**src/rtl/line_render_scheduler.sv**
```systemverilog
// Line render scheduler: round-robin arbitration of six draw/erase engines onto
// one VGA pixel-write port, one span per requesting lane per render pass.
module line_render_scheduler #(
   parameter int TIMEOUT_CYCLES = 255
) (
   input  logic        clock,
   input  logic        reset,
   input  logic        frame_go,
   input  logic [5:0]  req,
   input  logic [5:0]  done,
   input  logic [53:0] x_in,
   input  logic [47:0] y_in,
   input  logic [5:0]  colour_in,
   output logic [5:0]  grant,
   output logic [8:0]  x_out,
   output logic [7:0]  y_out,
   output logic [2:0]  colour_out,
   output logic        vga_enable,
   output logic        busy,
   output logic        pass_done,
   output logic        timeout_err
);

   // Handshake: an engine owns the pixel port while its grant bit is high; it
   // ends the span by raising its done bit for a cycle while still granted, and
   // the grant drops on the following edge. Done from any other lane is ignored.

   typedef enum logic [2:0] {
      IDLE   = 3'd0,
      SCAN   = 3'd1,
      SERVE  = 3'd2,
      GAP    = 3'd3,
      FINISH = 3'd4
   } state_t;

   localparam logic [9:0] CNT_LAST = 10'(TIMEOUT_CYCLES - 1);

   state_t      state;
   state_t      state_next;
   logic [5:0]  pending;
   logic [2:0]  last;
   logic [9:0]  cnt;
   logic        frame_go_q;

   logic        start_edge;
   logic [3:0]  cand;
   logic [2:0]  pick_idx;
   logic [5:0]  pick_onehot;
   logic [2:0]  gidx;
   logic        done_hit;
   logic        at_limit;
   logic        serve_exit;

   assign start_edge = frame_go & ~frame_go_q;
   assign done_hit   = |(done & grant);
   assign at_limit   = (cnt == CNT_LAST);
   assign serve_exit = done_hit | at_limit;

   // Walk offsets from far to near so the nearest pending lane after 'last' wins.
   always_comb begin
      pick_idx = 3'd0;
      cand     = 4'd0;
      for (int off = 6; off >= 1; off--) begin
         cand = {1'b0, last} + 4'(off);
         if (cand >= 4'd6) begin
            cand = cand - 4'd6;
         end
         if (pending[cand[2:0]]) begin
            pick_idx = cand[2:0];
         end
      end
      pick_onehot = 6'b000001 << pick_idx;
   end

   always_comb begin
      gidx = 3'd0;
      for (int i = 0; i < 6; i++) begin
         if (grant[i]) begin
            gidx = 3'(i);
         end
      end
   end

   // State register
   always_ff @(posedge clock or posedge reset) begin
      if (reset) begin
         state <= IDLE;
      end else begin
         state <= state_next;
      end
   end

   // Next-state logic
   always_comb begin
      state_next = state;
      case (state)
         IDLE: begin
            if (start_edge) begin
               state_next = (req != 6'd0) ? SCAN : FINISH;
            end
         end
         SCAN:   state_next = SERVE;
         SERVE: begin
            if (serve_exit) begin
               state_next = GAP;
            end
         end
         GAP:    state_next = (pending != 6'd0) ? SCAN : FINISH;
         FINISH: state_next = IDLE;
         default: state_next = IDLE;
      endcase
   end

   // Pass bookkeeping: pending set, grant, round-robin pointer, service timer.
   always_ff @(posedge clock or posedge reset) begin
      if (reset) begin
         pending     <= 6'd0;
         grant       <= 6'd0;
         last        <= 3'd5;
         cnt         <= 10'd0;
         frame_go_q  <= 1'b0;
         timeout_err <= 1'b0;
      end else begin
         frame_go_q <= frame_go;
         case (state)
            IDLE: begin
               if (start_edge) begin
                  pending <= req;
               end
            end
            SCAN: begin
               grant <= pick_onehot;
               cnt   <= 10'd0;
            end
            SERVE: begin
               cnt <= cnt + 10'd1;
               if (serve_exit) begin
                  pending <= pending & ~grant;
                  last    <= gidx;
                  grant   <= 6'd0;
                  if (!done_hit) begin
                     timeout_err <= 1'b1;
                  end
               end
            end
            default: ;
         endcase
      end
   end

   // Outputs; the pixel mux follows the registered grant so reset clears it at once.
   always_comb begin
      busy       = (state != IDLE);
      pass_done  = (state == FINISH);
      vga_enable = |grant;
      x_out      = 9'd0;
      y_out      = 8'd0;
      colour_out = 3'b111;
      for (int i = 0; i < 6; i++) begin
         if (grant[i]) begin
            x_out      = x_in[9*i +: 9];
            y_out      = y_in[8*i +: 8];
            colour_out = {3{colour_in[i]}};
         end
      end
   end

endmodule

```
**config.mk**
```make
export PLATFORM = sky130hd
export DESIGN_NAME = line_render_scheduler
export DESIGN_NICKNAME = d
export VERILOG_FILES = /design/src/rtl/line_render_scheduler.sv
export SDC_FILE = /design/constraint.sdc
export NUM_CORES = 1
export LEC_CHECK = 0
export CORE_MARGIN = 2
export CORE_UTILIZATION = 40
export CTS_BUF_LIST = sky130_fd_sc_hd__clkbuf_16
export CTS_CLUSTER_SIZE = 25
export DETAILED_ROUTE_END_ITERATION = 10
export PLACE_DENSITY = 0.81
export SETUP_SLACK_MARGIN = 0.2
export SYNTH_ARGS = -nofsm -noshare
export SYNTH_HDL_FRONTEND = slang
export SYNTH_SLANG_ARGS = --single-unit
```
**constraint.sdc**
```tcl
create_clock -name clock -period 5.59 [get_ports clock]
set_input_delay 1.118 -clock clock [delete_from_list [all_inputs] [get_ports clock]]
set_output_delay 1.118 -clock clock [all_outputs]
set_load 0.05 [all_outputs]
```
* Word level (Yosys, flattened, before mapping)
Index checks and enable logic that the tools add are counted.
Storage, ports and cells: logic and storage cells 118, bits in read-only memories 0, output and inout port bits 30, bits in latches 0, bits of input ports 123, memory bits (writable) 0, memories 0, register bits after elaboration 30
Operators by class: equality and inequality tests 7, add/subtract/negate cells 13, magnitude comparators 12, shift-type cells 1, muxes and demuxes 58, bitwise operators 7, multipliers 0, div/mod/pow operators 0, reductions and logical operators 13
Operator list (count):
- two-way mux 3 bit | 26
- two-way mux 9 bit | 6
- two-way mux 8 bit | 6
- greater-or-equal comparator 4 x 3 -> 1 bit, second input constant | 6
- < comparator 3 x 4 -> 1 bit, second input constant | 6
- case mux 6 bit (2 select lines) | 2
- case mux 10 bit (2 select lines) | 1
- binary-select mux 1 bit (select 3 bit) | 6
- two-way mux 6 bit | 3
- subtractor 3 bit, second input constant | 6
- adder 3 x 3 -> 4 bit, second input constant | 3
- AND 6 bit | 2
- case mux 3 bit (4 select lines) | 1
- nonzero test 6 bit | 2
- OR reduction 6 bit | 2
- adder 10 x 1 -> 10 bit, second input constant | 1
- equality test 10 x 8 -> 1 bit, second input constant | 1
- adder 3 x 2 -> 4 bit, second input constant | 2
- two-way mux 1 bit | 7
- equality test 3 x 2 -> 1 bit, second input constant | 2
- NOT 6 bit | 1
- AND reduction 2 bit | 3
- AND reduction 3 bit | 2
- left shift 1 x 3 -> 6 bit, first input constant | 1
- 10 further kinds | 13

* Logic depth before layout (Yosys ltp)
Gate-level depths: netlist of the first run.
depth in word-level cells 13, gate-level depth with buffers 12, mapped depth without buffers 10

* Least setup slack after synthesis of the first run
OpenSTA, ideal clock, no wires.
kind reg-to-output, from register grant[2], to output x_out[4], stages on the path, launching flop included 9, buffers on the path 2, slack 1.773 ns, required time 4.472 ns, arrival 2.699 ns, cells stage by stage dfrtp_1 > clkbuf_1 > nor3_1 > and2_1 > clkbuf_1 > a221oi_1 > nor2_1 > a21oi_1 > o21ai_0
Between the ends: word-level cells in the longest chain between the ends 4
RTL lines:
- start: declaration | RTL line 14 | output logic [5:0] grant,
- start signal: assignment | RTL line 132 | grant <= pick_onehot;
- two-way mux 9 bit (4 in series) | RTL line 160 | if (grant[i]) begin
- end: declaration | RTL line 15 | output logic [8:0] x_out,
No other way between the ends.

* Worst setup path after layout of the first run
from input colour_in[1], to output colour_out[2]
Between the ends: word-level cells in the longest chain between the ends 5
RTL lines:
- start: declaration | RTL line 13 | input logic [5:0] colour_in,
- two-way mux 3 bit (5 in series) | RTL line 160
- end: declaration | RTL line 17 | output logic [2:0] colour_out,
No other way between the ends.

==> summary.md, run 1 <==
| Metric | Value |
|---|---|
| Clk_lat worst skew | `0.28 ns` |
| Resized Gates After CTS | `0` |
| Clk sinks | `30` |
| Iter 0 DRT Violations | `225` |
| Row count | `31` |
| Root Driver | `clkbuf_16` |
| Synth top cells by count | `nand2_1, dfrtp_1, clkbuf_1, o22ai_1, o21ai_0` |
| VDD IR-drop max | `0.323 mV` |
| Post-detail-place hpwl | `8360 um` |
| Post-synthesis xor/xnor area fraction | `3.23%` |
| Synth-to-Final Area Change | `59.4%` |
| Die X-Extent | `89.8 um` |
| FF-to-FF Start | `last[0]$_DFFE_PP1P_` |
| Reg2reg end | `grant[0]$_DFFE_PP0P_` |
| Vias in the first global route | `3606` |
| Simple-Gate Fraction of Synth Area | `21.6%` |
| Clk buf depth | `2` |
| Path depth of the worst reg2reg path | `8` |
| Worst Slack Setup Final | `1.30 ns` |
| Synth Net Count | `495` |
| Nets | `632` |
| Synth Area in Adders | `5.10%` |
| Count leader, synth | `nand2_1` |
| Die span in y | `89.8 um` |
| Period Utilization, post-route | `76.8%` |
| Total die area | `0.00806 sq mm` |
| GPL Wtd Cong | `0.980` |
| Worst-path fanout max | `3` |
| RSZ-0062 raised after global routing | `false` |
| Status | `finished clean` |
| Antenna violations before repair | `0` |
| Inserted Diodes | `0` |
| CTS clk-pin slew, worst paths | `0.05 ns` |
| Storage cell area | `753 sq um` |
| I/O pin count | `153` |
| Syn avg cell area | `8.17 sq um` |
| Setup Crit Path Kind | `input port to output port` |
| Cells after Synth | `360` |
| Post-synth EDFFs | `0` |
| Mapped Area | `0.00294 sq mm` |
| Wire per inst | `18.2 um` |
| Remaining DRCs | `0` |
| Minimum clock period | `4.29 ns` |
| Worst EP required | `4.47 ns` |
| Top FF cell, synth | `dfrtp_1` |
| Multi-input gate area | `0.00202 sq mm` |
| Total track usage | `26.1%` |
| Worst-Margin Slew | `1.11 ns` |
| Dominant cell type by area after synthesis | `dfrtp_1` |
| Rel. slew slack | `26.2%` |
| Yosys cell types | `63` |
| Largest family of logic cells by synthesized area | `compound AO/OA/AOI/OAI gates` |
| Worst Skew | `0.00472 ns` |
| Core Box Area | `0.00718 sq mm` |
| GR Overflow Total | `0` |
| Via Count | `3582` |
| Inst Count DP | `589` |
| Max-cap violations | `0` |
| Fillers | `619` |
| Post-route setup TNS | `0 ns` |
| Hold Crit Class | `flop to flop` |
| F_max | `233 MHz` |
| Worst hold stages | `1` |
| Leakage | `0.00181 uW` |
| CTS Buf Count | `5` |
| Critical Path Start Type | `input port` |
| Pin count of the biggest net entering global routing | `31` |
| Post-Layout Cell Count | `597` |
| First-pass GRT wire length | `17300 um` |
| Detailed Routing Iterations Pass 1 | `8` |
| Warnings from Yosys | `0` |
| Register area share after synthesis | `25.6%` |
| Synth area leaders | `dfrtp_1, nand2_1, a222oi_1, ha_1, o22ai_1` |
| CP endpoint kind | `output port` |
| Post-synthesis mux area share | `7.36%` |
| Synth Area in Compound Gates | `31.5%` |
| Max-slew violations | `0` |
| Setup Slack @ Placement | `1.28 ns` |
| Vias per Instance | `6.00` |
| # port buffers | `152` |
| # setup viols final | `0` |
| Post-CTS Setup Bufs | `0` |
| WP data arrival | `3.18 ns` |
| Final ANT Viol Nets | `0` |
| Cts hold-fix bufs | `0` |
| Share of the synthesized area in the top cell type | `23.8%` |
| Synthesized flop and latch total | `30` |
| H-tree depth | `2` |
| Worst reg2reg setup slack | `1.94 ns` |
| Hold Crit Start | `timeout_err$_DFFE_PP0P_` |
| Final WL | `10900 um` |
| Hold path endpoint | `timeout_err$_DFFE_PP0P_` |
| CTS tree | `done` |
| Final hold violations | `0` |
| Layout cells sized above 1 | `5.62%` |
| Async S/R FF share, synth | `100%` |
| Pwr/cell area | `596 mW/mm^2` |
| Initial Util | `41.0%` |
[worst max-delay path by stage]
stage / start / end / slack, ns / cells after the start
global placement: colour_in[1] / colour_out[1] / 1.30 / 7
floorplan: grant[2]$_DFFE_PP0P_ / x_out[4] / 1.77 / 8
finish: colour_in[1] / colour_out[2] / 1.30 / 7
detailed placement: colour_in[1] / colour_out[2] / 1.28 / 7
global route: grant[2]$_DFFE_PP0P_ / x_out[4] / 1.15 / 7
CTS: colour_in[1] / colour_out[2] / 1.27 / 7
[state kept, by name, indices dropped and copies added (netlist names)]
| signal | count |
|---|---|
| cnt | 10 |
| last | 3 |
| frame_go_q | 1 |
| grant | 6 |
| pending | 6 |
| timeout_err | 1 |
| state | 3 |
[through the flow]
stage / util [%] / area (sq um) / power, uW / hold WS, ns
detailed placement: 62.7 / 4500 / 2410 / 0.469
global placement: 62.7 / 4500 / 2370 / 0.456
finish: 65.4 / 4690 / 2800 / 0.477
CTS: 65.4 / 4690 / 2780 / 0.480
global route: 65.4 / 4690 / 2970 / 0.515
floorplan: - / 2940 / 1870 / 0.484
[where the power goes]
part	internal, uW	switching (uW)	total (uW)
clock network	253	94.3	348
registers	284	142	426
logic	810	1210	2020
[cells in the final DEF, fill, tap and decap left out, types with 3 or more instances in the layout]
cell type          n
a222oi_1          16
nand3_1            7
inv_1             10
buf_4              5
o22ai_1           22
nand2b_1           6
xor2_1             4
a22oi_1            4
nor2_1            19
ha_1              12
nand4_1            4
mux2i_1            9
o21ai_0           21
and3_1             5
o21a_1             4
nor3b_1            5
mux4_1             3
or3_1              3
and2_1             3
clkbuf_16          5
a22o_1             8
dfrtp_1           28
nor4_1             3
a21oi_1            9
a31oi_1           20
nor2b_1            5
a211oi_1           3
xnor2_1            5
nor3_1            11
clkdlybuf4s50_1  152
nand2_1           44
[critical path, stage by stage]
cell and delay [ns]:
clkdlybuf4s50_1 0.46, nor2b_1 0.04, nor3_1 0.15, a211oi_1 0.07, o311ai_0 0.29, o21a_1 0.22
clkdlybuf4s50_1 0.82
[layout make-up]
class,instances,area share (%)
Multi-Input combinational cell,292,43.2
Inverter,11,0.880
Timing Repair Buffer,157,33.2
Tap cell,99,2.64
Clock buffer,5,2.67
Clock inverter,3,1.36
Sequential cell,30,16.1
[cells by family (layout without fill, tap and decap cells)]
kind of cell | after synthesis | after routing
adders and majority gates | 12 | 12
muxes | 15 | 15
DFF | 30 | 30
and+or+nand+nor | 126 | 126
xor gates and xnor gates | 10 | 10
AOI/OAI and AO/OA | 129 | 129
buffers and inverters | 38 | 176
[routing by layer]
layer | vias up | global-route usage [%] | share of wire, %
met5 | - | 0 | 0
met1 | 1737 | 32.2 | 41
met2 | 144 | 46.3 | 51
met4 | 0 | 7.82 | 2.3
li1 | 1677 | - | -
met3 | 24 | 4.78 | 5.7
No activity file was read; power rests on OpenSTA's default activity.
==> run 2: changes to the inputs <==
Clock period 5.59 ns to 4.4 ns, I/O delays scaled along.
==> summary.md, run 2 (synthesis gave the netlist of run 1 again) <==
| Metric | Value |
|---|---|
| Initial Util | `41.0% (unchanged)` |
| Total die area | `0.00806 sq mm (unchanged)` |
| RSZ-0062 raised after global routing | `false` |
| Multi-input gate area | `0.00202 sq mm (unchanged)` |
| Post-detail-place hpwl | `8270 um (-1.0%)` |
| CP endpoint kind | `output port` |
| CTS Buf Count | `5 (unchanged)` |
| GR Overflow Total | `0 (unchanged)` |
| Status | `finished clean` |
| Pwr/cell area | `737 mW/mm^2 (+24%)` |
| Post-layout util | `65.0% (-0.42 points)` |
| Max-cap violations | `0 (unchanged)` |
| FF-to-FF Start | `last[1]$_DFFE_PP0P_` |
| Largest register FFs | `10 (unchanged)` |
| Most frequent cells in the layout | `clkdlybuf4s50_1, nand2_1, dfrtp_1` |
| Iter 0 DRT Violations | `238 (+5.8%)` |
| Setup Slack @ Placement | `0.550 ns (-0.725 ns)` |
| Wire per inst | `17.7 um (-2.9%)` |
| Cts hold-fix bufs | `0 (unchanged)` |
| Setup Crit Path Kind | `input port to output port` |
| Vias in the first global route | `3409 (-5.5%)` |
| Worst Skew | `0.00297 ns (-0.00174 ns)` |
| Layout cells sized above 1 | `5.79% (+0.17 points)` |
| Inserted Diodes | `0 (unchanged)` |
| Post-route setup TNS | `0 ns (unchanged)` |
| Post-CTS Setup Bufs | `0 (unchanged)` |
| Detailed Routing Iterations Pass 1 | `8 (unchanged)` |
| Hold Crit Class | `flop to flop` |
| Die X-Extent | `89.8 um (unchanged)` |
| Resized Gates After CTS | `0 (unchanged)` |
| Most used cell, CP | `clkdlybuf4s50_1` |
| Synth-to-Final Area Change | `58.4%` |
| Core Box Area | `0.00718 sq mm (unchanged)` |
| Storage cell area | `753 sq um (unchanged)` |
| Clk_lat worst skew | `0.27 ns (about the same)` |
| Rel. slew slack | `25.2% (-0.95 points)` |
| Slowest cell on crit path | `clkdlybuf4s50_1` |
| Vias per Instance | `5.95 (-0.86%)` |
| Final ANT Viol Nets | `0 (unchanged)` |
| Via Count | `3569 (-0.36%)` |
| I/O pin count | `153 (unchanged)` |
| GPL Wtd Cong | `0.979 (-0.10%)` |
| Worst EP required | `3.52 ns (-0.95 ns)` |
| Hold WS | `0.475 ns (-0.00188 ns)` |
| Worst Slack Setup Final | `0.558 ns (-0.739 ns)` |
| Minimum clock period | `3.84 ns` |
| Fillers | `606 (-2.1%)` |
| VDD IR-drop max | `0.469 mV (+45%)` |
| CTS clk-pin slew, worst paths | `0.05 ns (about the same)` |
| Critical Path Start Type | `input port` |
| Row count | `31 (unchanged)` |
| Top Registers | `cnt x10, grant x6, pending x6` |
| Die span in y | `89.8 um (unchanged)` |
| CTS tree | `done` |
| Reg2reg end | `grant[3]$_DFFE_PP0P_` |
| Remaining DRCs | `0 (unchanged)` |
| Worst hold stages | `1 (unchanged)` |
| Total track usage | `25.4% (-0.69 points)` |
| Most common cell after layout, fill and taps aside | `clkdlybuf4s50_1` |
| Hold path endpoint | `timeout_err$_DFFE_PP0P_` |
| Hold Crit Start | `timeout_err$_DFFE_PP0P_` |
| Delay-heaviest family, CP | `buffers and inverters` |
| Pwr Total | `3430 uW (+23%)` |
| Leakage | `0.00180 uW (-0.54%)` |
| WP buf/inv | `2 (unchanged)` |
| Pin count of the biggest net entering global routing | `31 (unchanged)` |
| CP Cell Sequence | `clkdlybuf4s50_1, nor2b_1, nor3_1, a211oi_1, o311ai_0, o21a_1, clkdlybuf4s50_1` |
| F_max | `260 MHz` |
| Worst reg2reg setup slack | `1.07 ns (-0.87 ns)` |
| Final hold violations | `0 (unchanged)` |
| Final WL | `10600 um (-2.4%)` |
| First-pass GRT wire length | `16900 um (-2.8%)` |
| Path depth of the worst reg2reg path | `9 (+1)` |
| Max-slew violations | `0 (unchanged)` |
| WP data arrival | `2.96 ns (-0.22 ns)` |
| # port buffers | `152 (unchanged)` |
| Clk buf depth | `2 (unchanged)` |
| Worst-Margin Slew | `1.12 ns (+0.0142 ns)` |
| Root Driver | `clkbuf_16` |
| # setup viols final | `0 (unchanged)` |
| Antenna violations before repair | `0 (unchanged)` |
| Period Utilization, post-route | `87.3%` |
| Top reg by flops | `cnt` |
| Nets | `635 (+0.47%)` |
| Worst-path fanout max | `3 (unchanged)` |
| Worst path max stage delay | `0.81 ns (about the same)` |
| Stages on worst setup path | `7 (unchanged)` |
| H-tree depth | `2 (unchanged)` |
| Clk sinks | `30 (unchanged)` |
run 2: changes by cell type in the layout (fill, tap and decap cells not counted):
cell / previous run / this run
bufinv_16: 2 / 0
clkinv_1: 2 / 4
buf_4: 5 / 8
run 2: final cells by class:
class                   count  share of cell area [%]
repair buffers            160                    33.9
multi-input cells         292                    43.4
inverters                  11                   0.886
clock inverters             3                   0.242
flip-flops and latches     30                    16.2
clock buffers               5                    2.68
well taps                  99                    2.66
run 2: worst max path at each step:
stage / from / to / slack, ns
2_1_floorplan: grant[2]$_DFFE_PP0P_ / x_out[4] / 0.82
3_3_place_gp: colour_in[1] / colour_out[1] / 0.59
3_5_place_dp: colour_in[1] / colour_out[1] / 0.55
4_1_cts: colour_in[1] / colour_out[1] / 0.54
5_1_grt: colour_in[1] / colour_out[1] / 0.43
6_report: colour_in[1] / colour_out[1] / 0.56
run 2: through the flow:
step / std cells / area (sq um)
after floorplan: 360 / 2940
after global placement: 592 / 4520
after detailed placement: 592 / 4520
after CTS: 600 / 4660
after global routing: 600 / 4660
final: 600 / 4660
run 2: routing by layer:
| layer | share of wire (%) | track usage [%] |
|---|---|---|
| met1 | 40 | 31.1 |
| met2 | 51 | 45.4 |
| met3 | 6.3 | 4.53 |
| met4 | 2.5 | 7.69 |
| met5 | 0 | 0 |
run 2: where the power goes:
part | leakage (uW) | internal [uW] | switching (uW)
logic | 0.00134 | 1040 | 1580
registers | 0.000390 | 360 | 141
clock network | 0.0000663 | 203 | 113
total | 0.00180 | 1600 | 1830
